$ cat config.mk
export PLATFORM = sky130hd
export DESIGN_NAME = eka_mem_arbiter
export DESIGN_NICKNAME = d
export VERILOG_FILES = /design/src/rtl/eka_pkg.sv /design/src/rtl/eka_mem_arbiter.sv
export SDC_FILE = /design/constraint.sdc
export NUM_CORES = 1
export LEC_CHECK = 0
export CAP_MARGIN = 20
export CORE_AREA = 3 3 110 123
export CTS_CLUSTER_SIZE = 20
export DETAILED_ROUTE_END_ITERATION = 8
export DIE_AREA = 0 0 113 126
export GPL_ROUTABILITY_DRIVEN = 0
export PLACE_DENSITY = 0.91
export SLEW_MARGIN = 20
export SYNTH_ARGS = -nofsm -noshare
export SYNTH_HDL_FRONTEND = slang
export SYNTH_SLANG_ARGS = --single-unit
export TNS_END_PERCENT = 10
$ cat constraint.sdc
create_clock -name clk -period 2.4 [get_ports clk]
set_input_delay 0.48 -clock clk [delete_from_list [all_inputs] [get_ports clk]]
set_output_delay 0.48 -clock clk [all_outputs]
set_load 0.02 [all_outputs]
$ cat src/rtl/eka_pkg.sv
`default_nettype none
// ============================================================================
//  Module      : eka_pkg
//  Description : Shared types and constants for the EKA memory arbiter.
//                - arb_state_t : arbiter FSM state encoding
//                - EKA_XLEN    : data path width (instruction / data word)
//  Revision    : 1.0 - initial release
// ============================================================================
package eka_pkg;

    localparam int EKA_XLEN = 32;

    typedef enum logic [1:0] {
        IDLE    = 2'd0,
        IF_BUSY = 2'd1,
        D_BUSY  = 2'd2
    } arb_state_t;

endpackage : eka_pkg
`default_nettype wire

$ cat src/rtl/eka_mem_arbiter.sv
`default_nettype none
// ============================================================================
//  Module      : eka_mem_arbiter
//  Description : Two-master arbiter sharing one memory port between an
//                instruction-fetch master and a data master. One transaction
//                is outstanding at a time. Data has priority, but after
//                MAX_D_STREAK consecutive data grants taken while fetch was
//                waiting, fetch wins the next arbitration.
//
//  Ports
//    clk, reset                : clock, synchronous active-high reset
//    if_req/if_addr            : fetch request (held until if_gnt)
//    if_gnt/if_rvalid/if_rdata : fetch grant, completion pulse, read data
//    d_req/d_we/d_addr/d_wdata : data request (held until d_gnt)
//    d_gnt/d_rvalid/d_rdata    : data grant, completion pulse, read data
//    mem_req/mem_we/mem_addr/
//    mem_wdata                 : shared memory request
//    mem_ack/mem_rdata         : memory completion and read data
//    busy                      : transaction in flight
//  Revision    : 1.0 - initial release
// ============================================================================
module eka_mem_arbiter
    import eka_pkg::*;
#(
    parameter int ADDR_WIDTH   = 32,
    parameter int MAX_D_STREAK = 4
) (
    input  logic                  clk,
    input  logic                  reset,

    input  logic                  if_req,
    input  logic [ADDR_WIDTH-1:0] if_addr,
    output logic                  if_gnt,
    output logic                  if_rvalid,
    output logic [EKA_XLEN-1:0]   if_rdata,

    input  logic                  d_req,
    input  logic                  d_we,
    input  logic [ADDR_WIDTH-1:0] d_addr,
    input  logic [EKA_XLEN-1:0]   d_wdata,
    output logic                  d_gnt,
    output logic                  d_rvalid,
    output logic [EKA_XLEN-1:0]   d_rdata,

    output logic                  mem_req,
    output logic                  mem_we,
    output logic [ADDR_WIDTH-1:0] mem_addr,
    output logic [EKA_XLEN-1:0]   mem_wdata,
    input  logic                  mem_ack,
    input  logic [EKA_XLEN-1:0]   mem_rdata,

    output logic                  busy
);

    localparam int STREAK_W = $clog2(MAX_D_STREAK + 1);
    localparam logic [STREAK_W-1:0] C_STREAK_MAX = STREAK_W'(MAX_D_STREAK);

    // ------------------------------------------------------------------
    // State
    // ------------------------------------------------------------------
    arb_state_t              state_q;
    logic [STREAK_W-1:0]     streak_q;
    logic [STREAK_W-1:0]     streak_d;
    logic [ADDR_WIDTH-1:0]   addr_q;
    logic                    we_q;
    logic [EKA_XLEN-1:0]     wdata_q;
    logic                    if_rvalid_q;
    logic                    d_rvalid_q;
    logic [EKA_XLEN-1:0]     if_rdata_q;
    logic [EKA_XLEN-1:0]     d_rdata_q;

    logic                    w_idle;
    logic                    w_fetch_turn;
    logic                    w_if_gnt;
    logic                    w_d_gnt;

    // ------------------------------------------------------------------
    // Grant / priority logic. Grants are combinational in IDLE so a new
    // transaction can start in the same cycle the previous rvalid pulses.
    // Grants are suppressed while reset is asserted.
    // ------------------------------------------------------------------
    always_comb begin
        w_idle       = (state_q == IDLE);
        // Fetch has been starved long enough: it wins this arbitration.
        w_fetch_turn = if_req && (streak_q == C_STREAK_MAX);
        w_d_gnt      = w_idle && !reset && d_req && !w_fetch_turn;
        w_if_gnt     = w_idle && !reset && if_req && !w_d_gnt;

        streak_d = streak_q;
        if (w_if_gnt) begin
            streak_d = '0;
        end else if (w_d_gnt) begin
            if (if_req) begin
                // Count only data wins that made fetch wait; saturate.
                streak_d = (streak_q == C_STREAK_MAX) ? C_STREAK_MAX
                                                      : streak_q + STREAK_W'(1);
            end else begin
                streak_d = '0;
            end
        end
    end

    // ------------------------------------------------------------------
    // FSM with registered request latches and completion outputs.
    // ------------------------------------------------------------------
    always_ff @(posedge clk) begin
        if (reset) begin
            state_q     <= IDLE;
            streak_q    <= '0;
            addr_q      <= '0;
            we_q        <= 1'b0;
            wdata_q     <= '0;
            if_rvalid_q <= 1'b0;
            d_rvalid_q  <= 1'b0;
            if_rdata_q  <= '0;
            d_rdata_q   <= '0;
        end else begin
            // Completion strobes are single-cycle pulses.
            if_rvalid_q <= 1'b0;
            d_rvalid_q  <= 1'b0;
            streak_q    <= streak_d;

            case (state_q)
                IDLE: begin
                    // mem_ack here belongs to nobody and is dropped.
                    if (w_if_gnt) begin
                        state_q <= IF_BUSY;
                        addr_q  <= if_addr;
                        we_q    <= 1'b0;
                        wdata_q <= '0;
                    end else if (w_d_gnt) begin
                        state_q <= D_BUSY;
                        addr_q  <= d_addr;
                        we_q    <= d_we;
                        wdata_q <= d_wdata;
                    end
                end

                IF_BUSY: begin
                    if (mem_ack) begin
                        state_q     <= IDLE;
                        if_rvalid_q <= 1'b1;
                        if_rdata_q  <= mem_rdata;
                    end
                end

                D_BUSY: begin
                    if (mem_ack) begin
                        state_q    <= IDLE;
                        d_rvalid_q <= 1'b1;
                        // Writes return no data.
                        d_rdata_q  <= we_q ? '0 : mem_rdata;
                    end
                end

                default: begin
                    state_q <= IDLE;
                end
            endcase
        end
    end

    // ------------------------------------------------------------------
    // Outputs. Control outputs are forced low while reset is asserted so
    // an abandoned transaction never shows on the memory port.
    // ------------------------------------------------------------------
    assign if_gnt    = w_if_gnt;
    assign d_gnt     = w_d_gnt;
    assign busy      = !reset && !w_idle;
    assign mem_req   = busy;
    assign mem_we    = busy && we_q;
    assign mem_addr  = addr_q;
    assign mem_wdata = wdata_q;
    assign if_rvalid = !reset && if_rvalid_q;
    assign d_rvalid  = !reset && d_rvalid_q;
    assign if_rdata  = if_rdata_q;
    assign d_rdata   = d_rdata_q;

endmodule : eka_mem_arbiter
`default_nettype wire

==> impl_metrics.toml, run 1 <==
[routing]
dr_total_vias = 5176
post_dr_vias_cell = 5.10
drt_pass1_iterations = 4
routed_wirelength_mm = 16.7
first_iter_violations = 281
route.antenna.remaining_nets = 0
drcViolationCount = 0
avgRoutedWirePerCell_um = 16.4

[synthesis]
seq_area_frac_synth = 0.513
post_synth_inst_count = 586
synthFlopType = "sky130_fd_sc_hd__dfxtp_1"
synth.lib_cells_used.distinct = 34
post_synthesis_async_set_or_reset_flop_share = 0
syn-cell-area_um2 = 5310
yosys_register_bits = 136
count_of_flip_flops_with_a_built_in_enable_after_synthesis = 0
synth_warnings = 0
syn_avg_cell_area_um2 = 9.05
syn-num-nets = 725

[final_layout]
post_layout_nonfiller_instances = 1015
antenna_diode_count = 0
nNetsFinal = 985
fin_util = 0.698
layout.cell_area.non_filler_um2 = 8710
area_growth_syn_to_layout_pct = 64.2
final_layout_size_suffix_gt1_frac = 0.140

[power_and_ir_drop]
swShare = 0.263
net-switching-power_mw = 1.65
seq_power_share = 0.392
pwr-share-comb = 0.189
cell_internal_pwr_mw = 4.62
power_per_cell_area_nw_per_um2 = 719
p_leak_nw = 3.24
vdd_drop_max_uv = 583
clkPwrFrac = 0.419

[grt]
grt_start_max_net_pins = 50
wire_length_of_the_first_global_routing_pass_mm = 26.1
number_of_antenna_violations_at_the_first_check_in_global_routing = 0
globalRouteTotalUtil = 0.230
first_global_vias = 5254
grt_remaining_overflow = 0

[floorplan]
pin_count = 269
coreArea_um2 = 12500
floorplan.die.width_um = 113
die_h_um = 126
die_area_um2 = 14200
fp-row-count = 43
initial_core_util = 0.425

[clock_network]
clkTransAtPathRegs_ns = 0.06
cts_tree = "done"
cts_hold_buffers = 0
cts-root-to-sink-buffers = 2
cts.root.buffer_cell = "sky130_fd_sc_hd__clkbuf_16"
clock_tree.htree_level_count = 4
clock_latency_ns = 0.41
numClockSinks = 136
cts_inserted_buffers = 17

[setup_path]
start_kind = "flop"
worst-path-max-fanout = 6
worst_r2r_setup_slack_ns = 0.51
cp.required_ns = 1.92
crit_path_end_kind = "output port"
arrival_ns = 1.79
setup.worst_path.class = "reg -> out"

[timing]
report.final.slew_viol_count = 0
fin_skew_ns = 0.00819
final_period_util = 0.947
timing.setup.tns_ns = 0
report.final.hold_viol_count = 0
final.min_clock_period_ns = 2.27
transition_time_at_the_pin_with_the_least_slew_margin_ns = 0.560
setup_violators_final = 0
timing.slew.headroom = 0.626
rsz_0062_raised_after_global_routing = "no"
fmax_ghz = 0.440

[place]
post-place-cells = 984
port-buffer-count = 268
dpl.hpwl_mm = 11.8
placedInstanceArea_um2 = 8130

[outcome]
status = "complete, no violations"

[flow_run]
max_cap_viol_count = 0

[min_path]
worst_hold_path_type = "reg -> reg"
[cell usage in the layout (no fill, tap or decap), types with 17 or more instances in the layout]
cell type,netlist,layout
sky130_fd_sc_hd__clkdlybuf4s50_1,0,262
sky130_fd_sc_hd__nand2_1,167,167
sky130_fd_sc_hd__dfxtp_1,136,136
sky130_fd_sc_hd__a21oi_1,71,70
sky130_fd_sc_hd__nor2_1,38,38
sky130_fd_sc_hd__a22o_1,32,32
sky130_fd_sc_hd__a21oi_2,29,30
sky130_fd_sc_hd__a211oi_2,27,27
sky130_fd_sc_hd__clkbuf_16,0,17
sky130_fd_sc_hd__buf_4,9,17
[final cells by class]
class	count	area [um^2]
Fill cell	939	3770
Timing Repair Buffer	288	2870
Sequential cell	136	2720
Multi-Input combinational cell	397	2300
Clock buffer	21	480
Tap cell	157	196
Clock inverter	10	118
Inverter	6	25.0
[Yosys cell counts (2+ instances only)]
cell type,n,share of area
sky130_fd_sc_hd__a211oi_1,5,0.0071
sky130_fd_sc_hd__a211oi_2,27,0.064
sky130_fd_sc_hd__buf_6,6,0.013
sky130_fd_sc_hd__and2_1,2,0.0024
sky130_fd_sc_hd__a22o_1,32,0.053
sky130_fd_sc_hd__clkbuf_1,15,0.011
sky130_fd_sc_hd__nand3_1,3,0.0028
sky130_fd_sc_hd__buf_4,9,0.013
sky130_fd_sc_hd__dfxtp_1,136,0.51
sky130_fd_sc_hd__a21oi_2,29,0.048
sky130_fd_sc_hd__nor2b_1,3,0.0035
sky130_fd_sc_hd__nand2_1,167,0.12
sky130_fd_sc_hd__buf_2,16,0.015
sky130_fd_sc_hd__ha_1,5,0.012
sky130_fd_sc_hd__a21oi_1,71,0.067
sky130_fd_sc_hd__inv_1,5,0.0035
sky130_fd_sc_hd__nor2_1,38,0.027
[power groups by stage]
stage | clock (mW) | sequential (mW) | combinational (mW)
floorplan | 0 | 2.65 | 0.448
global placement | 0 | 2.50 | 1.17
detailed placement | 0 | 2.50 | 1.19
CTS | 2.67 | 2.45 | 1.19
global route | 2.77 | 2.47 | 1.27
finish | 2.63 | 2.45 | 1.18
[flip-flops by register name (all words and copies together), names as in the netlist]
| register | count |
|---|---|
| state_q | 2 |
| if_rvalid_q | 1 |
| if_rdata | 32 |
| d_rdata | 32 |
| mem_addr | 32 |
| streak_q | 3 |
| d_rvalid_q | 1 |
| we_q | 1 |
| mem_wdata | 32 |
[logic make-up (layout without fill, tap and decap cells)]
group / count (synthesis) / in the layout / share of synthesized area
buf+inv: 53 / 325 / 0.0566
simple gates: 220 / 220 / 0.166
fa+ha+maj: 5 / 5 / 0.0118
mux: 2 / 2 / 0.00401
compound gates: 170 / 170 / 0.248
flops: 136 / 136 / 0.513
[worst max-delay path: stages (launching register included)]
cell and delay [ns]:
sky130_fd_sc_hd__dfxtp_1 0.33, sky130_fd_sc_hd__inv_1 0.08, sky130_fd_sc_hd__ha_1 0.23, sky130_fd_sc_hd__and2b_4 0.24, sky130_fd_sc_hd__nand3_4 0.10, sky130_fd_sc_hd__inv_4 0.08
sky130_fd_sc_hd__dlygate4sd2_1 0.33
[per-stage QoR]
step	power [mW]	hold slack, ns	setup WS [ns]
5_1_grt	6.51	0.472	0.0120
6_report	6.26	0.452	0.127
2_1_floorplan	3.10	0.465	0.615
3_3_place_gp	3.67	0.440	-0.0352
4_1_cts	6.32	0.454	0.0147
3_5_place_dp	3.69	0.446	-0.0582
[path summary, 6_finish.rpt]
kind              depth (start not counted)                      from                  endpoint
hold reg to reg                           2  if_rdata[1]$_SDFFE_PP0P_  if_rdata[1]$_SDFFE_PP0P_
setup reg to reg                          8   state_q[0]$_SDFFE_PP0P_  mem_addr[6]$_SDFFE_PP0P_
hold / removal                            2  if_rdata[1]$_SDFFE_PP0P_  if_rdata[1]$_SDFFE_PP0P_
setup / recovery                          6   state_q[0]$_SDFFE_PP0P_                    if_gnt
[layer usage]
metal / routed length [um] / vias up / track usage
li1: - / 2499 / -
met1: 6400 / 2420 / 0.246
met2: 8240 / 228 / 0.398
met3: 1570 / 29 / 0.0951
met4: 457 / 0 / 0.0983
met5: 0 / - / 0
[timing repair]
action,4_1_cts,5_1_grt
endpoints found under the setup margin,5,1
gates resized for setup,5,2
setup buffers,0,0
pin swaps,0,0
(Power assumes the default switching activity.)
==> run 2: changes to the inputs <==
--- a/config.mk
+++ b/config.mk
@@ -6,10 +6,10 @@
 export NUM_CORES = 1
 export LEC_CHECK = 0
 export CAP_MARGIN = 20
-export CORE_AREA = 3 3 110 123
+export CORE_AREA = 2 2 109 122
 export CTS_CLUSTER_SIZE = 20
 export DETAILED_ROUTE_END_ITERATION = 8
-export DIE_AREA = 0 0 113 126
+export DIE_AREA = 0 0 111 124
 export GPL_ROUTABILITY_DRIVEN = 0
 export PLACE_DENSITY = 0.91
 export SLEW_MARGIN = 20
==> impl_metrics.toml, run 2 (synthesis gave the netlist of run 1 again) <==
[power_and_ir_drop]
power_per_cell_area_nw_per_um2 = 698
vdd_drop_max_uv = 497
post-layout-total-power_mw = 6.04
p_leak_nw = 3.20

[timing]
fin_skew_ns = 0.00607
rsz_0062_raised_after_global_routing = "no"
report.final.hold_viol_count = 0
report.final.slew_viol_count = 0
timing.setup.tns_ns = 0
final_critical_path_setup_slack_ns = 0.142
transition_time_at_the_pin_with_the_least_slew_margin_ns = 0.651
final_period_util = 0.941
timing.slew.headroom = 0.566
final.min_clock_period_ns = 2.26
setup_violators_final = 0
fmax_ghz = 0.443

[setup_path]
crit_path_end_kind = "output port"
start_kind = "flop"
crit_path_start = "state_q[0]$_SDFFE_PP0P_"
worst_r2r_setup_slack_ns = 0.57
setup.worst_path.class = "reg -> out"
setup.worst_path.end = "d_gnt"
regToRegEndpoint = "mem_addr[20]$_SDFFE_PP0P_"
arrival_ns = 1.78
reg2reg_from = "state_q[0]$_SDFFE_PP0P_"
worst-path-max-fanout = 6
r2r.worst_path.cells = 8
cp.required_ns = 1.92

[routing]
drcViolationCount = 0
drt_pass1_iterations = 4
routed_wirelength_mm = 16.9
route.antenna.remaining_nets = 0
dr_total_vias = 5131
post_dr_vias_cell = 5.07
first_iter_violations = 358
avgRoutedWirePerCell_um = 16.7

[grt]
wire_length_of_the_first_global_routing_pass_mm = 26.2
first_global_vias = 5157
grt_start_max_net_pins = 66
grt_remaining_overflow = 0
globalRouteTotalUtil = 0.240
number_of_antenna_violations_at_the_first_check_in_global_routing = 0

[clock_network]
clock_latency_ns = 0.41
clock_tree.htree_level_count = 4
cts-root-to-sink-buffers = 2
cts.root.buffer_cell = "sky130_fd_sc_hd__clkbuf_16"
numClockSinks = 136
clkTransAtPathRegs_ns = 0.05
cts_hold_buffers = 0
cts_tree = "done"
cts_inserted_buffers = 17

[floorplan]
die_area_um2 = 13800
initial_core_util = 0.427
pin_count = 269
die_h_um = 124
coreArea_um2 = 12400
fp-row-count = 43
floorplan.die.width_um = 111

[final_layout]
area_growth_syn_to_layout_pct = 63.2
flip_flop_and_latch_area_um2 = 2720
final_layout_size_suffix_gt1_frac = 0.132
layout.cells.most_common_list = "sky130_fd_sc_hd__clkdlybuf4s50_1 (262), sky130_fd_sc_hd__nand2_1 (167), sky130_fd_sc_hd__dfxtp_1 (136), sky130_fd_sc_hd__a21oi_1 (70), sky130_fd_sc_hd__nor2_1 (38)"
layout.cells.most_common = "sky130_fd_sc_hd__clkdlybuf4s50_1"
multi_input_area_um2 = 2300
nNetsFinal = 984
antenna_diode_count = 0
final.fill_count = 920

[place]
preCtsSetupSlack_ns = 0.150
dpl.hpwl_mm = 11.8
port-buffer-count = 268

[min_path]
hold_path_startpoint = "if_rdata[1]$_SDFFE_PP0P_"
worst_hold_path_type = "reg -> reg"

[outcome]
status = "complete, no violations"

[flow_run]
max_cap_viol_count = 0
-- run 2: cell count changes in the layout (fill, tap and decap cells not counted), sizes merged --
cell           delta
bufinv            -1
inv               -2
clkinv            -2
clkbuf            +3
dlygate4sd2       -1
clkdlybuf4s15     +1
clkinvlp          -1
-- run 2: how the worst min path moves through the flow --
stage | cells past startpoint | slack, ns | end
3_3_place_gp | 2 | 0.44 | if_rdata[10]$_SDFFE_PP0P_
3_5_place_dp | 2 | 0.45 | if_rdata[7]$_SDFFE_PP0P_
2_1_floorplan | 2 | 0.47 | streak_q[0]$_SDFFE_PP0P_
4_1_cts | 2 | 0.45 | if_rdata[18]$_SDFFE_PP0P_
5_1_grt | 2 | 0.46 | if_rdata[13]$_SDFFE_PP0P_
6_report | 2 | 0.45 | if_rdata[1]$_SDFFE_PP0P_
-- run 2: through the flow --
stage	std cells	hold slack (ns)	cell area [um^2]	util
detailed placement	983	0.447	8130	0.654
floorplan	586	0.465	5310	-
CTS	1012	0.455	8650	0.696
global placement	983	0.440	8130	0.654
finish	1012	0.451	8660	0.697
global route	1012	0.464	8660	0.697
-- run 2: layout make-up --
class / instances / area share
tap: 157 / 0.0227
clock inverter: 4 / 0.00520
inverter: 6 / 0.00289
clock buffer: 25 / 0.0561
sequential: 136 / 0.314
multi-input combinational: 397 / 0.266
timing repair buffer: 287 / 0.333
-- run 2: timing repair --
item	in CTS	in global routing
cloned	0	0
buffers inserted	0	0
resized for setup	4	2
pin swaps	0	0
endpoints found under the setup margin	4	1
-- run 2: report_power, final --
group	internal (mW)	switching, mW
clock network	1.49	0.911
logic	0.589	0.597
registers	2.39	0.0715
total	4.46	1.58
-- run 2: layer usage --
metal | wire length [um] | part of all wire | vias up | track usage
li1 | - | - | 2491 | -
met1 | 6730 | 0.40 | 2389 | 0.267
met5 | 0 | 0 | - | 0
met4 | 472 | 0.028 | 0 | 0.103
met3 | 1390 | 0.082 | 36 | 0.0954
met2 | 8340 | 0.49 | 215 | 0.411
-- run 2: worst max-delay path, cell delays in order, from the launching register on --
cell                              delay (ns)
sky130_fd_sc_hd__dfxtp_1                0.33
sky130_fd_sc_hd__inv_1                  0.10
sky130_fd_sc_hd__ha_2                   0.23
sky130_fd_sc_hd__and2b_4                0.23
sky130_fd_sc_hd__nand3_1                0.11
sky130_fd_sc_hd__inv_1                  0.08
sky130_fd_sc_hd__clkdlybuf4s15_1        0.30
==> run 3: changes to the inputs <==
--- a/config.mk
+++ b/config.mk
@@ -11,6 +11,7 @@
 export DETAILED_ROUTE_END_ITERATION = 8
 export DIE_AREA = 0 0 111 124
 export GPL_ROUTABILITY_DRIVEN = 0
+export HOLD_SLACK_MARGIN = 0.05
 export PLACE_DENSITY = 0.91
 export SLEW_MARGIN = 20
 export SYNTH_ARGS = -nofsm -noshare
==> results of run 3 <==
No change in the layout: final DEF, timing and power equal those of run 2.
==> patch 1 (config.mk and constraints of run 1) <==
The 3 states of `arb_state_t` get a one-hot encoding in 3 bits.
--- a/src/rtl/eka_pkg.sv
+++ b/src/rtl/eka_pkg.sv
@@ -10,10 +10,10 @@
 
     localparam int EKA_XLEN = 32;
 
-    typedef enum logic [1:0] {
-        IDLE    = 2'd0,
-        IF_BUSY = 2'd1,
-        D_BUSY  = 2'd2
+    typedef enum logic [2:0] {
+        IDLE    = 3'b001,
+        IF_BUSY = 3'b010,
+        D_BUSY  = 3'b100
     } arb_state_t;
 
 endpackage : eka_pkg
Check against the original RTL: no difference found for any inputs over 4 cycles, from zero or initial values and one cycle with reset high; so few cycles prove little.
==> patch 1 against run 1 <==
- utilization grew 0.090 points
- count of clock-buffer cells in the layout shrank 2
- first-iteration DRC count increased by 40%
- wire length rose by 2.8%
- worst setup slack got worse by 7.3 ps
- cell count fell by 0.79%
- final area increased by 0.13%
- via count increased by 2.5%
- area after synthesis shrank 3.1%
- register-to-register slack got worse by 30 ps
- fmax fell by 0.32%
- total power is 0.60% higher
- sequential cell count increased by 1
==> patch 1: results (changes against run 1) <==
[synthesis]
syn-num-nets=708  ; -2.3%
synthDistinctLibCells=36  ; +5.9%
netlist_top_cells_count=dfxtp_1 (137), nand2_1 (112), a21oi_1 (73)
synth_compound_area_share_pct=19.6  ; -5.2 points
synth_seq_cells=137  ; +0.74%
synth_mux_area_share_pct=0.195  ; -0.21 points
synthCells=572  ; -2.4%
yosysSeqAreaShare_pct=53.4  ; +2.1 points
synth.area.top_cells=dfxtp_1 (53%), nand2_1 (8.2%), a21oi_1 (7.1%), nand3b_1 (4.7%), a22o_1 (4.4%)
synth_fa_ha_area_share_pct=0.487  ; -0.69 points

[placement]
placed_cells=973  ; -1.1%
dpl.hpwl_um=12400  ; +5.3%
dpl_worst_slack_ps=-243  ; -185 ps
placed_cell_area_mm2=0.00809  ; -0.46%

[status]
outcome=complete, no violations

[detailed_routing]
first_pass_iters=5  ; +1
drt_wl_total_um=17100  ; +2.8%
dr_wl_met3_um=1370  ; -12%
wl_met2_um=8680  ; +5.4%
wl_per_cell_um=17.0  ; +3.6%
wl_met1_um=6570  ; +2.7%

[layout]
seq_area_share_pct=31.4  ; +0.19 points
nFillCells=927  ; -1.3%
drive_gt1_share_pct=9.08  ; -4.9 points
antenna_cells=2  ; +2
multi_input_area_mm2=0.00220  ; -4.6%
bufAreaShareNonClock_pct=33.6  ; +0.70 points
num-clock-buffers=19  ; -9.5%
multi_input_area_share_pct=25.2  ; -1.2 points
clock_cell_area_share_pct=7.27  ; +0.41 points

[global_route]
grt_max_degree=53  ; +6.0%
grt_use_met3_pct=7.69  ; -1.8 points
antenna_found_initial=2  ; +2
track_usage_pct=23.8  ; +0.82 points

[critical_path]
reg2reg_slack_ps=480  ; -30 ps
r2r-start=state_q[2]
cpMaxStageDelayCell=clkdlybuf4s50_1
critPathMaxStageDelay_ps=470  ; +140 ps
reg2regPathDepth=5  ; -3

[worst_hold_path]
hp-class=in2reg
whs_endpoint=streak_q[0]
hold_path.startpoint=reset

[sta]
fin_hold_ws_ps=335  ; -118 ps
skew_ps=8.96  ; +0.780 ps

[power_and_ir_drop]
p_leak_nw=3.13  ; -3.4%
peakVddDrop_uv=510  ; -13%

==> patch 1: cell count changes after synthesis, sizes merged, moves of 27 or more <==
| cell | delta |
|---|---|
| nand2 | -55 |
| nor3 | +33 |
| a21oi | -27 |
| nand3b | +31 |
| a221oi | +32 |
| a211oi | -31 |
==> patch 1: worst max path at each step <==
stage,startpoint,to,slack (ps),cells past startpoint
final,if_req,d_gnt,120,5
after global routing,state_q[0],d_gnt,60,4
after CTS,state_q[2],if_gnt,-80,4
after detailed placement,if_req,if_gnt,-240,5
after global placement,if_req,if_gnt,-250,5
after floorplan,state_q[0],if_gnt,250,5
==> patch 1: repair_timing <==
action / in CTS / in global routing
buffers inserted: 0 / 0
gates cloned: 0 / 0
resized for setup: 8 / 3
setup endpoints to repair: 5 / 1
==> patch 1: power by group through the flow <==
stage	sequential, mW	combinational, mW	clock, mW
after CTS	2.45	1.06	2.84
final	2.45	1.05	2.79
after floorplan	2.63	0.326	0
after detailed placement	2.50	1.06	0
after global placement	2.49	1.04	0
after global routing	2.46	1.12	2.96
==> patch 2 (settings of run 1) <==
Without the edit above. The parameter `ADDR_WIDTH` goes from 32 to 48.
--- a/src/rtl/eka_mem_arbiter.sv
+++ b/src/rtl/eka_mem_arbiter.sv
@@ -22,7 +22,7 @@
 module eka_mem_arbiter
     import eka_pkg::*;
 #(
-    parameter int ADDR_WIDTH   = 32,
+    parameter int ADDR_WIDTH   = 48,
     parameter int MAX_D_STREAK = 4
 ) (
     input  logic                  clk,
Interface: changed (resized d_addr, if_addr and mem_addr); port bits go from 269 to 317. No check against the original RTL was run, so the function may have changed too.
==> patch 2 against run 1 <==
- total power increased by 11%
- utilization increased by 8.9 points
- sequential cell count increased by 16
- wire length increased by 26%
- final area increased by 13%
- global-route usage increased by 6.0 points
- first-iteration DRC count increased by 49%
- count of clock-buffer cells in the layout decreased by 1
- worst setup slack improved by 8.3 ps
- sequential power increased by 13%
- area after synthesis increased by 13%
- sequential share of layout area decreased by 0.28 points
- critical path type unchanged
- largest cell class unchanged
- largest power group is now registers
==> patch 2: results (changes against run 1) <==
[status]
outcome=complete, no violations

[detailed_routing]
first_pass_iters=5  ; +1
via_per_inst=5.37  ; +5.3%
wl_met1_um=7630  ; +19%
vias=6119  ; +18%
drt_wl_total_um=21000  ; +26%

[placement]
dpl.hpwl_um=14500  ; +23%
portBuffers=316  ; +18%
placed_cell_area_mm2=0.00923  ; +14%

[synthesis]
synth_fa_ha_area_share_pct=1.04  ; -0.14 points
synthCells=675  ; +15%
netlist_top_cells_count=nand2_1 (183), dfxtp_1 (152), a21oi_1 (108)
synth_mux_area_share_pct=0.353  ; -0.048 points
synth.area.top_cells=dfxtp_1 (51%), nand2_1 (11%), a211oi_2 (9.8%), a21oi_1 (9.0%), a22o_1 (4.7%)
synthDistinctLibCells=33  ; -2.9%
synth_compound_area_share_pct=25.5  ; +0.73 points
yosysSeqAreaShare_pct=50.6  ; -0.77 points
syn-num-nets=846  ; +17%

[worst_hold_path]
hp-class=in2reg
hold_path.startpoint=reset

[critical_path]
timing.rr.end=mem_wdata[11]
r2r-start=state_q[1]
reg2reg_slack_ps=380  ; -130 ps
critPathMaxFanout=5  ; -1

[layout]
drive_gt1_share_pct=11.5  ; -2.5 points

[global_route]
grt_pass1_wl_um=32200  ; +23%

[sta]
skew_ps=11.0  ; +2.79 ps
fin_hold_ws_ps=382  ; -70.9 ps

[power_and_ir_drop]
peakVddDrop_uv=491  ; -16%

==> patch 2: changes by cell type after synthesis, moves of 2 or more <==
cell	delta
nand2_1	+16
a21oi_2	-21
a211oi_1	-4
buf_6	+3
inv_2	+2
clkbuf_1	+5
nor2_1	+17
a211oi_2	+20
dfxtp_1	+16
a21oi_1	+37
==> patch 2: worst max path at each step <==
stage	cells after the start	from	endpoint	slack, ps
floorplan	4	reset	mem_we	440
finish	7	state_q[1]	d_gnt	140
CTS	7	state_q[1]	d_gnt	100
global route	7	state_q[0]	d_gnt	30
detailed placement	5	d_req	if_gnt	10
global placement	5	d_req	if_gnt	50
==> patch 2: area by class of cell <==
class,instances,area (µm²),share of cell area [%]
clock buffer,20,447,4.55
clock inverter,11,146,1.49
inverter,6,22.5,0.229
multi-input combinational,461,2640,26.9
sequential,152,3040,31.0
tap,157,196,2.00
timing repair buffer,333,3330,33.9
==> patch 2: critical path: cells and delay by family (launching register included) <==
kind | cells | cell delay, ps
buffers and inverters | 4 | 500
adders and majority gates | 1 | 230
and+or+nand+nor | 2 | 300
DFF | 1 | 320
==> patch 2: where the power goes <==
part           switching (mW)  internal (mW)
clock network            1.06           1.66
logic                   0.734          0.714
registers              0.0834           2.68
total                    1.88           5.05
==> patch 2: logic make-up after synthesis <==
family | count (synthesis)
simple gates | 252
compound gates | 202
fa+ha+maj | 5
flops | 152
mux | 2
buf+inv | 62
==> patch 2: what timing repair did <==
item                                   CTS  global route
setup buffers                            1             0
setup endpoints to repair                4             1
endpoints found under the hold margin    0             0
gates resized for setup                  4             1
==> patch 2: layer usage <==
metal | vias up | track usage, %
met5 | - | 0
met4 | 0 | 13.6
met3 | 63 | 11.8
met2 | 290 | 48.5
met1 | 2885 | 32.0
li1 | 2881 | -
